[config.mk]
export PLATFORM = sky130hd
export DESIGN_NAME = ccc_apb_reconfig
export DESIGN_NICKNAME = d
export VERILOG_FILES = /design/src/rtl/ccc_cfg_pkg.sv /design/src/rtl/ccc_sync_bit.sv /design/src/rtl/ccc_apb_reconfig.sv
export SDC_FILE = /design/constraint.sdc
export NUM_CORES = 1
export LEC_CHECK = 0
export ABC_AREA = 1
export BUFFER_PORTS_ARGS = -buffer_cell sky130_fd_sc_hd__buf_2
export CORE_ASPECT_RATIO = 0.75
export CORE_MARGIN = 2
export CORE_UTILIZATION = 45
export CTS_CLUSTER_SIZE = 40
export DETAILED_ROUTE_END_ITERATION = 10
export PLACE_DENSITY = 0.83
export SLEW_MARGIN = 10
export SYNTH_ARGS = -nofsm -noshare
export SYNTH_HDL_FRONTEND = slang
export SYNTH_SLANG_ARGS = --single-unit
[constraint.sdc]
create_clock -name PCLK -period 1.3 [get_ports PCLK]
set_input_delay 0.195 -clock PCLK [delete_from_list [all_inputs] [get_ports PCLK]]
set_output_delay 0.195 -clock PCLK [all_outputs]
set_load 0.005 [all_outputs]
[src/rtl/ccc_cfg_pkg.sv]
// Shared definitions for the CCC dynamic-reconfiguration APB initiator:
// FSM state encoding, APB widths and CCC register map.
package ccc_cfg_pkg;

  localparam int APB_AW = 6;
  localparam int APB_DW = 8;

  typedef enum logic [2:0] {
    IDLE,
    SETUP,
    ACCESS,
    WAIT_LOCK,
    RESP
  } ccc_state_e;

  localparam logic [APB_AW-1:0] CCC_REG_PLL_STAT = 6'h05;
  localparam logic [APB_AW-1:0] CCC_REG_PLL_CFG  = 6'h10;
  localparam logic [APB_AW-1:0] CCC_REG_PLL_DIV  = 6'h11;
  localparam logic [APB_AW-1:0] CCC_REG_OUT_CFG  = 6'h22;

endpackage

[src/rtl/ccc_sync_bit.sv]
// Single-bit synchronizer: STAGES-deep flop chain, asynchronously cleared to 0.
module ccc_sync_bit #(
  parameter int STAGES = 2
) (
  input  logic clk,
  input  logic rst_n,
  input  logic d,
  output logic q
);

  logic [STAGES-1:0] chain;

  always_ff @(posedge clk or negedge rst_n) begin
    if (!rst_n) begin
      chain <= '0;
    end else begin
      chain <= {chain[STAGES-2:0], d};
    end
  end

  assign q = chain[STAGES-1];

endmodule

[src/rtl/ccc_apb_reconfig.sv]
// APB initiator that turns single user requests into CCC dynamic-configuration
// accesses. Define CCC_LOCK_WAIT_EN to make writes wait for PLL LOCK (with timeout).
module ccc_apb_reconfig
  import ccc_cfg_pkg::*;
#(
  parameter int LOCK_TIMEOUT = 4095,
  parameter int SYNC_STAGES  = 2
) (
  input  logic              PCLK,
  input  logic              PRESET_N,
  input  logic              req_valid,
  output logic              req_ready,
  input  logic              req_write,
  input  logic [APB_AW-1:0] req_addr,
  input  logic [APB_DW-1:0] req_wdata,
  output logic              rsp_valid,
  input  logic              rsp_ready,
  output logic [APB_DW-1:0] rsp_rdata,
  output logic              rsp_err,
  output logic              PSEL,
  output logic              PENABLE,
  output logic              PWRITE,
  output logic [APB_AW-1:0] PADDR,
  output logic [APB_DW-1:0] PWDATA,
  input  logic [APB_DW-1:0] PRDATA,
  input  logic              LOCK,
  input  logic              BUSY
);

  ccc_state_e state, state_nxt;
  logic       busy_s;
  logic       ready_en;
  logic       accept;

  ccc_sync_bit #(.STAGES(SYNC_STAGES)) u_sync_busy (
    .clk   (PCLK),
    .rst_n (PRESET_N),
    .d     (BUSY),
    .q     (busy_s)
  );

  // A constant 1 shifted through a synchronizer keeps req_ready low for
  // SYNC_STAGES cycles after reset release.
  ccc_sync_bit #(.STAGES(SYNC_STAGES)) u_sync_rdy (
    .clk   (PCLK),
    .rst_n (PRESET_N),
    .d     (1'b1),
    .q     (ready_en)
  );

  assign req_ready = (state == IDLE) && ready_en && !busy_s;
  assign accept    = req_valid && req_ready;
  assign PSEL      = (state == SETUP) || (state == ACCESS);
  assign PENABLE   = (state == ACCESS);
  assign rsp_valid = (state == RESP);

`ifdef CCC_LOCK_WAIT_EN
  localparam int CNT_W = $clog2(LOCK_TIMEOUT + 1);

  logic             lock_s;
  logic [CNT_W-1:0] lock_cnt;
  logic             lock_timeout;

  ccc_sync_bit #(.STAGES(SYNC_STAGES)) u_sync_lock (
    .clk   (PCLK),
    .rst_n (PRESET_N),
    .d     (LOCK),
    .q     (lock_s)
  );

  // Timeout fires on the cycle whose increment brings the count to LOCK_TIMEOUT.
  assign lock_timeout = (lock_cnt == CNT_W'(LOCK_TIMEOUT - 1));

  always_ff @(posedge PCLK or negedge PRESET_N) begin
    if (!PRESET_N) begin
      lock_cnt <= '0;
      rsp_err  <= 1'b0;
    end else begin
      if (state == WAIT_LOCK) begin
        if (lock_cnt != CNT_W'(LOCK_TIMEOUT)) begin
          lock_cnt <= lock_cnt + CNT_W'(1);
        end
      end else begin
        lock_cnt <= '0;
      end
      if (state == ACCESS) begin
        rsp_err <= 1'b0;
      end else if ((state == WAIT_LOCK) && !lock_s && lock_timeout) begin
        rsp_err <= 1'b1;
      end
    end
  end
`else
  logic unused_lock;
  assign unused_lock = LOCK ^ (LOCK_TIMEOUT == 0);
  assign rsp_err     = 1'b0;
`endif

  always_ff @(posedge PCLK or negedge PRESET_N) begin
    if (!PRESET_N) begin
      state <= IDLE;
    end else begin
      state <= state_nxt;
    end
  end

  always_comb begin
    state_nxt = state;
    case (state)
      IDLE:   if (accept) state_nxt = SETUP;
      SETUP:  state_nxt = ACCESS;
`ifdef CCC_LOCK_WAIT_EN
      ACCESS: state_nxt = PWRITE ? WAIT_LOCK : RESP;
      WAIT_LOCK: if (lock_s || lock_timeout) state_nxt = RESP;
`else
      ACCESS: state_nxt = RESP;
`endif
      RESP:   if (rsp_ready) state_nxt = IDLE;
      default: state_nxt = IDLE;
    endcase
  end

  // Request fields drive the APB bus directly and hold between transfers.
  always_ff @(posedge PCLK or negedge PRESET_N) begin
    if (!PRESET_N) begin
      PWRITE    <= 1'b0;
      PADDR     <= '0;
      PWDATA    <= '0;
      rsp_rdata <= '0;
    end else begin
      if (accept) begin
        PWRITE <= req_write;
        PADDR  <= req_addr;
        PWDATA <= req_wdata;
      end
      if (state == ACCESS) begin
        rsp_rdata <= PWRITE ? '0 : PRDATA;
      end
    end
  end

endmodule

==> results of run 1 <==
placed cells by master (no fill, tap or decap), types with 2 or more instances in the layout:
master	n
buf_2	53
buf_4	9
buf_6	5
clkbuf_8	5
clkinv_2	2
conb_1	2
dfrtp_1	28
dfrtp_2	2
inv_1	5
inv_2	2
inv_4	2
nand2_1	47
nand2_4	2
nand3_1	23
sequential cells by signal, indices dropped and copies added, names as in the netlist:
signal / flops
PWDATA: 8
rsp_rdata: 8
PADDR: 6
state: 3
u_sync_busy.chain: 2
u_sync_rdy.chain: 2
PWRITE: 1
power by group:
group          internal [mW]  switching [mW]
registers               1.16           0.127
clock network          0.563           0.340
logic                  0.334           0.344
total                   2.06           0.811
final timing paths:
kind / start / endpoint / depth (start not counted)
worst max-delay path: state[1] / PSEL / 5
worst min-delay path: BUSY / u_sync_busy.chain[0] / 1
worst max register to register: state[1] / PADDR[1] / 5
worst min register to register: u_sync_rdy.chain[0] / u_sync_rdy.chain[1] / 0
max in group asynchronous: PRESET_N / state[0] / 2
min in group asynchronous: PRESET_N / rsp_rdata[6] / 2
kinds of logic (layout without fill, tap and decap cells):
family | count (synthesis) | after routing
flops | 30 | 30
compound gates | 1 | 1
other cells | 2 | 2
simple gates | 80 | 81
buf+inv | 14 | 85
timing repair:
| action | CTS | global route |
|---|---|---|
| gates resized for setup | 4 | 10 |
| buffers inserted | 4 | 7 |
| pin swaps | 2 | 4 |
| setup endpoints to repair | 4 | 21 |
| hold buffers | 1 | 0 |
| cloned | 0 | 1 |
| hold endpoints to repair | 30 | 0 |
cell usage after synthesis:
library cell / instances
nand3_1: 24
inv_1: 6
nand4_4: 1
nor3_4: 1
nor2_4: 1
buf_4: 1
inv_2: 2
nand2_1: 49
clkbuf_2: 1
buf_6: 3
nand2_4: 1
nor2_8: 1
dfrtp_1: 30
o31ai_1: 1
nor2_1: 2
conb_1: 2
inv_4: 1
worst max-delay path, cell delays in order, from the launching register on:
cell     delay (ns)
dfrtp_1        0.43
inv_2          0.11
buf_6          0.11
nand3_1        0.11
nand2_2        0.10
buf_2          0.11
cell type report:
type	instances	area, um2
clock inverter	3	40.0
sequential	30	753
fill	234	841
inverter	9	38.8
multi-input combinational	84	437
clock buffer	5	68.8
tap	36	45.0
timing repair buffer	68	399
layer usage:
layer	vias up	share of wire
li1	540	-
met3	6	0.089
met4	0	0.017
met1	516	0.42
met2	52	0.47
met5	-	0
==> impl_table.tex, run 1 <==
\begin{tabular}{lr}
\hline
Metric & Value \\
\hline
\multicolumn{2}{l}{\textbf{Detailed routing}} \\
Total via count after detailed routing & 1114 \\
Total wire length after detailed routing & 2930 um \\
Average wire length per cell after detail routing & 12.5 um \\
Number of design rule violations left after detail routing & 0 \\
First-pass iteration count of the detailed router & 4 \\
DRC marker count from the first detailed-route iteration & 11 \\
Via/cell ratio & 4.74 \\
Antenna-violating nets left & 0 \\
\multicolumn{2}{l}{\textbf{Timing}} \\
Maximum achievable frequency & 0.691 GHz \\
Worst slew pin tran & 0.649 ns \\
Worst Setup Slack, final & -0.146 ns \\
Unrepaired setup endpoints after global routing & true \\
Remaining max-slew budget at the tightest pin & 0.567 \\
Endpoints failing setup & 4 \\
Fraction of the cycle the final worst path needs & 1.11 \\
Number of pins with negative max-slew slack in the final report & 0 \\
Hold slack & 0.0213 ns \\
Crit path time final & 1.45 ns \\
Clock Skew & 0.00550 ns \\
Endpoints failing hold & 0 \\
Aggregate negative setup slack & -0.439 ns \\
\multicolumn{2}{l}{\textbf{Logic synthesis}} \\
Compound-Gate Fraction of Synth Area & 0.00605 \\
Cell variety after synth & 17 \\
Adder-cell share of the synthesized area & 0 \\
Share of Yosys cell area claimed by the top area cell type & 0.605 \\
Part of the Yosys area used for sequential elements & 0.605 \\
Main area contributors after synthesis & dfrtp\_1 61\%, nand2\_1 15\%, nand3\_1 9.7\%, buf\_6 2.7\%, inv\_1 1.8\% \\
Synthesis warning total & 0 \\
Multiplexer share of the synthesized area & 0 \\
Post-synthesis sequential element count & 30 \\
Number of cells produced by synthesis & 127 \\
Fraction of synthesized cell area in xor and xnor cells & 0 \\
Syn\_area\_per\_cell & 9.76 um2 \\
Fraction of the mapped netlist area in simple logic gates & 0.316 \\
Library cell occupying the most area in the post-synthesis netlist & dfrtp\_1 \\
Post-Synthesis Cell Area & 1240 um2 \\
Post-Syn Nets & 156 \\
Main combinational cell family by area after synthesis & simple AND/OR/NAND/NOR gates \\
\multicolumn{2}{l}{\textbf{Run status}} \\
Failing checks & negative setup slack \\
Run status & finished with violations \\
\multicolumn{2}{l}{\textbf{GRT}} \\
Wire length of the first global-routing pass & 4370 um \\
Global-route usage over all layers & 0.187 \\
Global-route met1 utilization & 0.225 \\
Number of antenna violations at the first check in global routing & 0 \\
Busiest metal layer after global routing & met2 \\
Pin count of the biggest net entering global routing & 31 \\
Number of global-route vias before repair & 979 \\
Met2 track demand over resource in global routing & 0.306 \\
Global-route track usage on met3 & 0.0685 \\
Sum of overflow across all layers after global routing & 0 \\
\multicolumn{2}{l}{\textbf{Cells and area}} \\
Fin util & 0.679 \\
Nets & 227 \\
Final design area excluding fillers & 1780 um2 \\
Ant diodes & 0 \\
Final Non-Filler Cells & 235 \\
Ratio of cells with drive above 1 in the final layout & 0.457 \\
Layout overhead on the synthesized area & 43.7\% \\
\multicolumn{2}{l}{\textbf{Floorplan}} \\
Area of the core & 2620 um2 \\
X dimension of the die & 64.6 um \\
Core Rows & 16 \\
Chip height & 49.5 um \\
Top-level port count & 57 \\
Initial core utilization & 0.473 \\
Die area & 3200 um2 \\
\multicolumn{2}{l}{\textbf{Worst setup path}} \\
Worst-path maximum fanout & 2 \\
Critical Path End Type & output pin \\
Reg2Reg Setup Slack & 0.04 ns \\
Required time of the critical path & 1.11 ns \\
Kind of critical path & reg2out \\
Critical path startpoint category & register \\
Worst endpoint data arrival time & 1.25 ns \\
\multicolumn{2}{l}{\textbf{Pwr}} \\
Power Dens Cells & 1610 nW/um2 \\
Total chip power & 2.87 mW \\
Worst IR drop on VDD & 784 uV \\
Leakage power & 1.02 nW \\
\multicolumn{2}{l}{\textbf{Placement}} \\
Final weighted congestion in routability-driven placement & 0.724 \\
PortBufs & 54 \\
Post-DP HPWL & 1930 um \\
Post-Place Setup Slack & 0.0424 ns \\
DP Cell Count & 215 \\
Placed cell area & 1530 um2 \\
\multicolumn{2}{l}{\textbf{CTS}} \\
Number of H-tree levels & 2 \\
Cell at the root of the clock tree & clkbuf\_8 \\
Bufs on Longest Clock Path & 2 \\
TritonCTS buffer count & 5 \\
Insertion delay to the later sink of the worst-skew pair & 0.28 ns \\
Clock Sink Count & 30 \\
Clock input transition at the sequential cells of the worst setup and hold paths & 0.06 ns \\
TritonCTS clock tree & built \\
\multicolumn{2}{l}{\textbf{Flow run}} \\
Reported max-cap violation count & 0 \\
\multicolumn{2}{l}{\textbf{Worst hold path}} \\
Class of the tightest hold or removal check & in2reg \\
\hline
\end{tabular}
Note: power is estimated with default switching activity, not from simulation.
==> inputs of run 2 (changes only) <==
--- a/config.mk
+++ b/config.mk
@@ -12,7 +12,8 @@
 export CORE_UTILIZATION = 45
 export CTS_CLUSTER_SIZE = 40
 export DETAILED_ROUTE_END_ITERATION = 10
-export PLACE_DENSITY = 0.83
+export PLACE_DENSITY = 0.77
+export SETUP_SLACK_MARGIN = 0.05
 export SLEW_MARGIN = 10
 export SYNTH_ARGS = -nofsm -noshare
 export SYNTH_HDL_FRONTEND = slang
==> impl_table.tex, run 2 (synthesis gave the netlist of run 1 again) <==
\begin{tabular}{lr}
\hline
Metric & Value \\
\hline
\multicolumn{2}{l}{\textbf{Worst setup path}} \\
Combined buffer and inverter count along the critical path & 2 (-1) \\
Reg2Reg Setup Slack & -0.02 ns (-0.06 ns) \\
Worst-path maximum fanout & 2 (unchanged) \\
Worst endpoint data arrival time & 1.26 ns (about the same) \\
Crit Reg-Reg Startpoint & state[1] \\
Dominant delay contributor by cell family on the critical path & flip-flops \\
Cell with the largest stage delay on the worst path & dfrtp\_1 \\
Required time of the critical path & 1.11 ns (about the same) \\
Cell depth of the worst flop-to-flop path & 8 (+3) \\
Cells along the critical path & buf\_6, nor2\_4, nand2\_4, nor2\_8, buf\_6 \\
Critical path's most frequent cell & buf\_6 \\
Reg2Reg Capture Point & PWDATA[6] \\
Largest stage delay on the critical path & 0.40 ns (-0.03 ns) \\
Critical Path End Type & output pin \\
Critical path startpoint category & register \\
Kind of critical path & reg2out \\
\multicolumn{2}{l}{\textbf{Cells and area}} \\
Registers with the most flip-flops & PWDATA: 8 flops, rsp\_rdata: 8 flops, PADDR: 6 flops \\
Ratio of cells with drive above 1 in the final layout & 0.535 (+0.0774) \\
Final design area excluding fillers & 1880 um2 (+5.6\%) \\
Final Non-Filler Cells & 238 (+1.3\%) \\
Most common library cell in the layout ignoring fill and taps & buf\_2 \\
Seq. cell area & 752 um2 (-0.17\%) \\
Number of fill cells in the layout & 210 (-10\%) \\
Layout overhead on the synthesized area & 51.8\% \\
Nets & 232 (+2.2\%) \\
Commonest cells after routing, fill and taps aside & 53 x buf\_2, 36 x nand2\_1, 29 x dfrtp\_1 \\
Ant diodes & 0 (unchanged) \\
Area of combinational cells with multiple inputs & 495 um2 (+13\%) \\
Fin util & 0.718 (+0.0382) \\
\multicolumn{2}{l}{\textbf{GRT}} \\
Sum of overflow across all layers after global routing & 0 (unchanged) \\
Number of antenna violations at the first check in global routing & 0 (unchanged) \\
Pin count of the biggest net entering global routing & 31 (unchanged) \\
Number of global-route vias before repair & 1152 (+18\%) \\
Wire length of the first global-routing pass & 5180 um (+19\%) \\
Global-route usage over all layers & 0.219 (+0.0327) \\
\multicolumn{2}{l}{\textbf{Pwr}} \\
Power Dens Cells & 1480 nW/um2 (-8.2\%) \\
Leakage power & 1.05 nW (+2.4\%) \\
Worst IR drop on VDD & 1030 uV (+32\%) \\
Total chip power & 2.78 mW (-3.0\%) \\
\multicolumn{2}{l}{\textbf{CTS}} \\
TritonCTS clock tree & built \\
Bufs on Longest Clock Path & 2 (unchanged) \\
Clock input transition at the sequential cells of the worst setup and hold paths & 0.06 ns (about the same) \\
Cell at the root of the clock tree & clkbuf\_8 \\
Clock Sink Count & 30 (unchanged) \\
Insertion delay to the later sink of the worst-skew pair & 0.27 ns (about the same) \\
TritonCTS buffer count & 5 (unchanged) \\
Number of H-tree levels & 2 (unchanged) \\
\multicolumn{2}{l}{\textbf{Timing}} \\
Clock Skew & 0.00308 ns (-0.00242 ns) \\
Endpoints failing setup & 12 (+8) \\
Aggregate negative setup slack & -0.483 ns (-0.0440 ns) \\
Worst slew pin tran & 0.662 ns (+0.0124 ns) \\
Unrepaired setup endpoints after global routing & true \\
Endpoints failing hold & 0 (unchanged) \\
Number of pins with negative max-slew slack in the final report & 0 (unchanged) \\
Maximum achievable frequency & 0.688 GHz (-0.55\%) \\
Hold slack & 0.0316 ns (+0.0102 ns) \\
Worst Setup Slack, final & -0.154 ns (-0.00803 ns) \\
Fraction of the cycle the final worst path needs & 1.12 (+0.00618) \\
Remaining max-slew budget at the tightest pin & 0.559 (-0.00829) \\
Crit path time final & 1.45 ns (+0.00803 ns) \\
\multicolumn{2}{l}{\textbf{Detailed routing}} \\
Via/cell ratio & 4.81 (+1.4\%) \\
Total wire length after detailed routing & 3260 um (+12\%) \\
Antenna-violating nets left & 0 (unchanged) \\
Number of design rule violations left after detail routing & 0 (unchanged) \\
Total via count after detailed routing & 1144 (+2.7\%) \\
First-pass iteration count of the detailed router & 5 (+1) \\
Average wire length per cell after detail routing & 13.7 um (+10\%) \\
DRC marker count from the first detailed-route iteration & 39 (+28) \\
\multicolumn{2}{l}{\textbf{Floorplan}} \\
X dimension of the die & 64.6 um (unchanged) \\
Die area & 3200 um2 (unchanged) \\
Chip height & 49.5 um (unchanged) \\
Area of the core & 2620 um2 (unchanged) \\
Top-level port count & 57 (unchanged) \\
Core Rows & 16 (unchanged) \\
Initial core utilization & 0.473 (unchanged) \\
\multicolumn{2}{l}{\textbf{Run status}} \\
Run status & finished with violations \\
Failing checks & negative setup slack \\
\multicolumn{2}{l}{\textbf{Worst hold path}} \\
Class of the tightest hold or removal check & in2reg \\
Hold path start & BUSY \\
Count of cells along the worst hold path & 1 (unchanged) \\
End point of the most critical hold path & u\_sync\_busy.chain[0] \\
\multicolumn{2}{l}{\textbf{Placement}} \\
Placed cell area & 1550 um2 (+0.98\%) \\
Final weighted congestion in routability-driven placement & 0.649 (-10\%) \\
PortBufs & 54 (unchanged) \\
DP Cell Count & 217 (+0.93\%) \\
Post-DP HPWL & 2050 um (+6.2\%) \\
Post-Place Setup Slack & 0.0134 ns (-0.0290 ns) \\
\multicolumn{2}{l}{\textbf{Flow run}} \\
Reported max-cap violation count & 0 (unchanged) \\
\hline
\end{tabular}
## run 2: metal layers
metal / vias to the layer above / wire length, um / global-route usage
met5: - / 0 / 0
met2: 40 / 1640 / 0.365
met4: 0 / 42 / 0.0851
met3: 7 / 205 / 0.0708
li1: 550 / - / -
met1: 547 / 1370 / 0.267
## run 2: power by group
| part | switching [mW] | total (mW) | internal, mW |
|---|---|---|---|
| clock network | 0.311 | 0.718 | 0.407 |
| registers | 0.145 | 1.31 | 1.16 |
| logic | 0.378 | 0.756 | 0.378 |
| total | 0.835 | 2.78 | 1.95 |
## run 2: worst max path at each step
stage	start	endpoint	slack [ns]	cells after the start
after floorplan	state[0]	PSEL	0.11	3
after global placement	state[0]	rsp_rdata[1]	0.04	5
after detailed placement	state[0]	rsp_rdata[3]	0.01	5
after CTS	state[1]	req_ready	-0.11	5
after global routing	state[1]	req_ready	-0.21	5
final	state[1]	req_ready	-0.15	5
## run 2: timing repair
action | in CTS | in global routing
gates cloned | 0 | 1
endpoints found under the hold margin | 30 | 0
resized for setup | 9 | 25
pin swaps | 5 | 8
hold buffers | 1 | 0
endpoints found under the setup margin | 14 | 28
buffers inserted | 10 | 5
## run 2: final cells by class
cell class / instances / share of cell area
clock buffer: 6 / 0.0439
tap: 36 / 0.0239
sequential: 30 / 0.400
multi-input combinational: 84 / 0.263
timing repair buffer: 73 / 0.249
inverter: 9 / 0.0206
==> inputs of run 3 (changes only) <==
--- a/config.mk
+++ b/config.mk
@@ -13,6 +13,7 @@
 export CTS_CLUSTER_SIZE = 40
 export DETAILED_ROUTE_END_ITERATION = 10
 export PLACE_DENSITY = 0.77
+export REMOVE_ABC_BUFFERS = 1
 export SETUP_SLACK_MARGIN = 0.05
 export SLEW_MARGIN = 10
 export SYNTH_ARGS = -nofsm -noshare
==> impl_table.tex, run 3 (synthesis gave the netlist of run 1 again) <==
\begin{tabular}{lr}
\hline
Metric & Value \\
\hline
\multicolumn{2}{l}{\textbf{Placement}} \\
PortBufs & 54 (unchanged) \\
Post-Place Setup Slack & 0.0491 ns (+0.0357 ns) \\
Post-DP HPWL & 1880 um (-8.1\%) \\
Final weighted congestion in routability-driven placement & 0.679 (+4.7\%) \\
DP Cell Count & 215 (-0.92\%) \\
Placed cell area & 1530 um2 (-0.97\%) \\
\multicolumn{2}{l}{\textbf{Pwr}} \\
Total chip power & 2.78 mW (+0.14\%) \\
Switching part of the total power & 0.303 (+0.00296) \\
Power Dens Cells & 1450 nW/um2 (-1.6\%) \\
Internal Pwr Total & 1.94 mW (-0.29\%) \\
Sequential fraction of design power & 0.465 (-0.005) \\
Comb pwr share & 0.266 (-0.006) \\
Switching Power & 844 uW (+1.1\%) \\
Leakage power & 1.03 nW (-1.9\%) \\
Worst IR drop on VDD & 1080 uV (+4.1\%) \\
Clock network power share & 0.269 (+0.011) \\
\multicolumn{2}{l}{\textbf{Detailed routing}} \\
Total wire length after detailed routing & 3200 um (-1.9\%) \\
Number of design rule violations left after detail routing & 0 (unchanged) \\
Antenna-violating nets left & 0 (unchanged) \\
Via/cell ratio & 4.79 (-0.41\%) \\
Average wire length per cell after detail routing & 13.6 um (-0.68\%) \\
Total via count after detailed routing & 1125 (-1.7\%) \\
First-pass iteration count of the detailed router & 6 (+1) \\
DRC marker count from the first detailed-route iteration & 25 (-36\%) \\
\multicolumn{2}{l}{\textbf{Cells and area}} \\
Most common library cell in the layout ignoring fill and taps & buf\_2 \\
Ant diodes & 0 (unchanged) \\
Fin util & 0.730 (+0.0124) \\
Registers with the most flip-flops & PWDATA: 8 flops, rsp\_rdata: 8 flops, PADDR: 6 flops \\
Seq. cell area & 752 um2 (unchanged) \\
Final design area excluding fillers & 1910 um2 (+1.7\%) \\
Final Non-Filler Cells & 235 (-1.3\%) \\
Nets & 227 (-2.2\%) \\
Layout overhead on the synthesized area & 54.4\% \\
Ratio of cells with drive above 1 in the final layout & 0.578 (+0.0432) \\
Number of fill cells in the layout & 182 (-13\%) \\
Area of combinational cells with multiple inputs & 568 um2 (+15\%) \\
Commonest cells after routing, fill and taps aside & 52 x buf\_2, 39 x nand2\_1, 29 x dfrtp\_1 \\
\multicolumn{2}{l}{\textbf{CTS}} \\
Bufs on Longest Clock Path & 2 (unchanged) \\
Clock input transition at the sequential cells of the worst setup and hold paths & 0.06 ns (about the same) \\
Insertion delay to the later sink of the worst-skew pair & 0.27 ns (about the same) \\
TritonCTS buffer count & 5 (unchanged) \\
Clock Sink Count & 30 (unchanged) \\
Cell at the root of the clock tree & clkbuf\_8 \\
TritonCTS clock tree & built \\
Number of H-tree levels & 2 (unchanged) \\
\multicolumn{2}{l}{\textbf{Worst setup path}} \\
Critical Path End Type & output pin \\
Combined buffer and inverter count along the critical path & 2 (unchanged) \\
Required time of the critical path & 1.11 ns (about the same) \\
Crit Reg-Reg Startpoint & state[0] \\
Dominant delay contributor by cell family on the critical path & flip-flops \\
Largest stage delay on the critical path & 0.45 ns (+0.05 ns) \\
Cell with the largest stage delay on the worst path & dfrtp\_2 \\
Cells along the critical path & nor3\_4, buf\_6, buf\_6 \\
Worst-path maximum fanout & 4 (+2) \\
Critical path startpoint category & register \\
Kind of critical path & reg2out \\
Critical path's most frequent cell & buf\_6 \\
Launch point of the critical path & state[0] \\
Worst endpoint data arrival time & 1.20 ns (-0.06 ns) \\
\multicolumn{2}{l}{\textbf{GRT}} \\
Wire length of the first global-routing pass & 4850 um (-6.3\%) \\
Sum of overflow across all layers after global routing & 0 (unchanged) \\
Number of global-route vias before repair & 1061 (-7.9\%) \\
Pin count of the biggest net entering global routing & 31 (unchanged) \\
Number of antenna violations at the first check in global routing & 0 (unchanged) \\
Global-route usage over all layers & 0.203 (-0.0165) \\
\multicolumn{2}{l}{\textbf{Floorplan}} \\
X dimension of the die & 64.6 um (unchanged) \\
Die area & 3200 um2 (unchanged) \\
Chip height & 49.5 um (unchanged) \\
Area of the core & 2620 um2 (unchanged) \\
Initial core utilization & 0.473 (unchanged) \\
Top-level port count & 57 (unchanged) \\
Core Rows & 16 (unchanged) \\
\multicolumn{2}{l}{\textbf{Worst hold path}} \\
Class of the tightest hold or removal check & in2reg \\
Hold path start & BUSY \\
\multicolumn{2}{l}{\textbf{Timing}} \\
Unrepaired setup endpoints after global routing & true \\
Clock Skew & 0.00480 ns (+0.00172 ns) \\
Endpoints failing setup & 4 (-8) \\
Endpoints failing hold & 0 (unchanged) \\
Maximum achievable frequency & 0.715 GHz (+4.1\%) \\
Number of pins with negative max-slew slack in the final report & 0 (unchanged) \\
Worst slew pin tran & 0.655 ns (-0.00648 ns) \\
Hold slack & 0.0285 ns (-0.00309 ns) \\
Remaining max-slew budget at the tightest pin & 0.563 (+0.00432) \\
Fraction of the cycle the final worst path needs & 1.08 (-0.0436) \\
Aggregate negative setup slack & -0.302 ns (+0.181 ns) \\
Crit path time final & 1.40 ns (-0.0566 ns) \\
Worst Setup Slack, final & -0.0979 ns (+0.0566 ns) \\
\multicolumn{2}{l}{\textbf{Run status}} \\
Run status & finished with violations \\
Failing checks & negative setup slack \\
\multicolumn{2}{l}{\textbf{Flow run}} \\
Reported max-cap violation count & 0 (unchanged) \\
\hline
\end{tabular}
-- run 3: changes by cell type in the layout (fill, tap and decap cells not counted), moves of 3 or more --
cell	before	now
nand2_1	36	39
nand2_2	12	9
nand3_1	18	6
nand3_2	6	16
-- run 3: final cells by class --
cell class / count / share of cell area
Sequential cell: 30 / 0.393
Inverter: 9 / 0.0190
Clock buffer: 7 / 0.0451
Clock inverter: 1 / 0.00261
Timing Repair Buffer: 68 / 0.220
Tap cell: 36 / 0.0235
Multi-Input combinational cell: 84 / 0.297
-- run 3: repair_timing --
item / CTS / global route
hold buffers: 1 / 0
buffers inserted: 8 / 2
resized for setup: 8 / 35
gates cloned: 0 / 1
hold endpoints to repair: 30 / 0
setup endpoints to repair: 9 / 27
pin swaps: 9 / 24
-- run 3: final timing paths --
check / endpoint / slack, ns / cells after the start
setup reg to reg: rsp_rdata[7] / 0.01 / 6
hold / removal: u_sync_busy.chain[0] / 0.03 / 1
setup / recovery: PENABLE / -0.1 / 3
hold reg to reg: u_sync_rdy.chain[1] / 0.35 / 0
min in group asynchronous: rsp_rdata[2] / 0.50 / 2
max in group asynchronous: state[0] / 0.33 / 2
-- run 3: power groups by stage --
stage / Combinational (mW) / Clock [mW] / Sequential (mW)
finish: 0.739 / 0.749 / 1.30
global route: 0.833 / 0.814 / 1.32
CTS: 0.671 / 0.760 / 1.28
detailed placement: 0.626 / 0 / 1.29
global placement: 0.605 / 0 / 1.29
floorplan: 0.254 / 0 / 1.31
-- run 3: worst reg2reg max path, cell delays in order (launching register included) --
cell     delay, ns
dfrtp_2       0.45
nor3_4        0.27
buf_6         0.14
buf_4         0.11
buf_6         0.12
nand3_1       0.07
nand2_1       0.07
-- run 3: per-layer routing --
metal	up-vias	GRT usage	part of all wire
met5	-	0	0
met4	0	0.0638	0.0047
met3	2	0.0616	0.070
li1	544	-	-
met2	49	0.318	0.48
met1	530	0.273	0.45
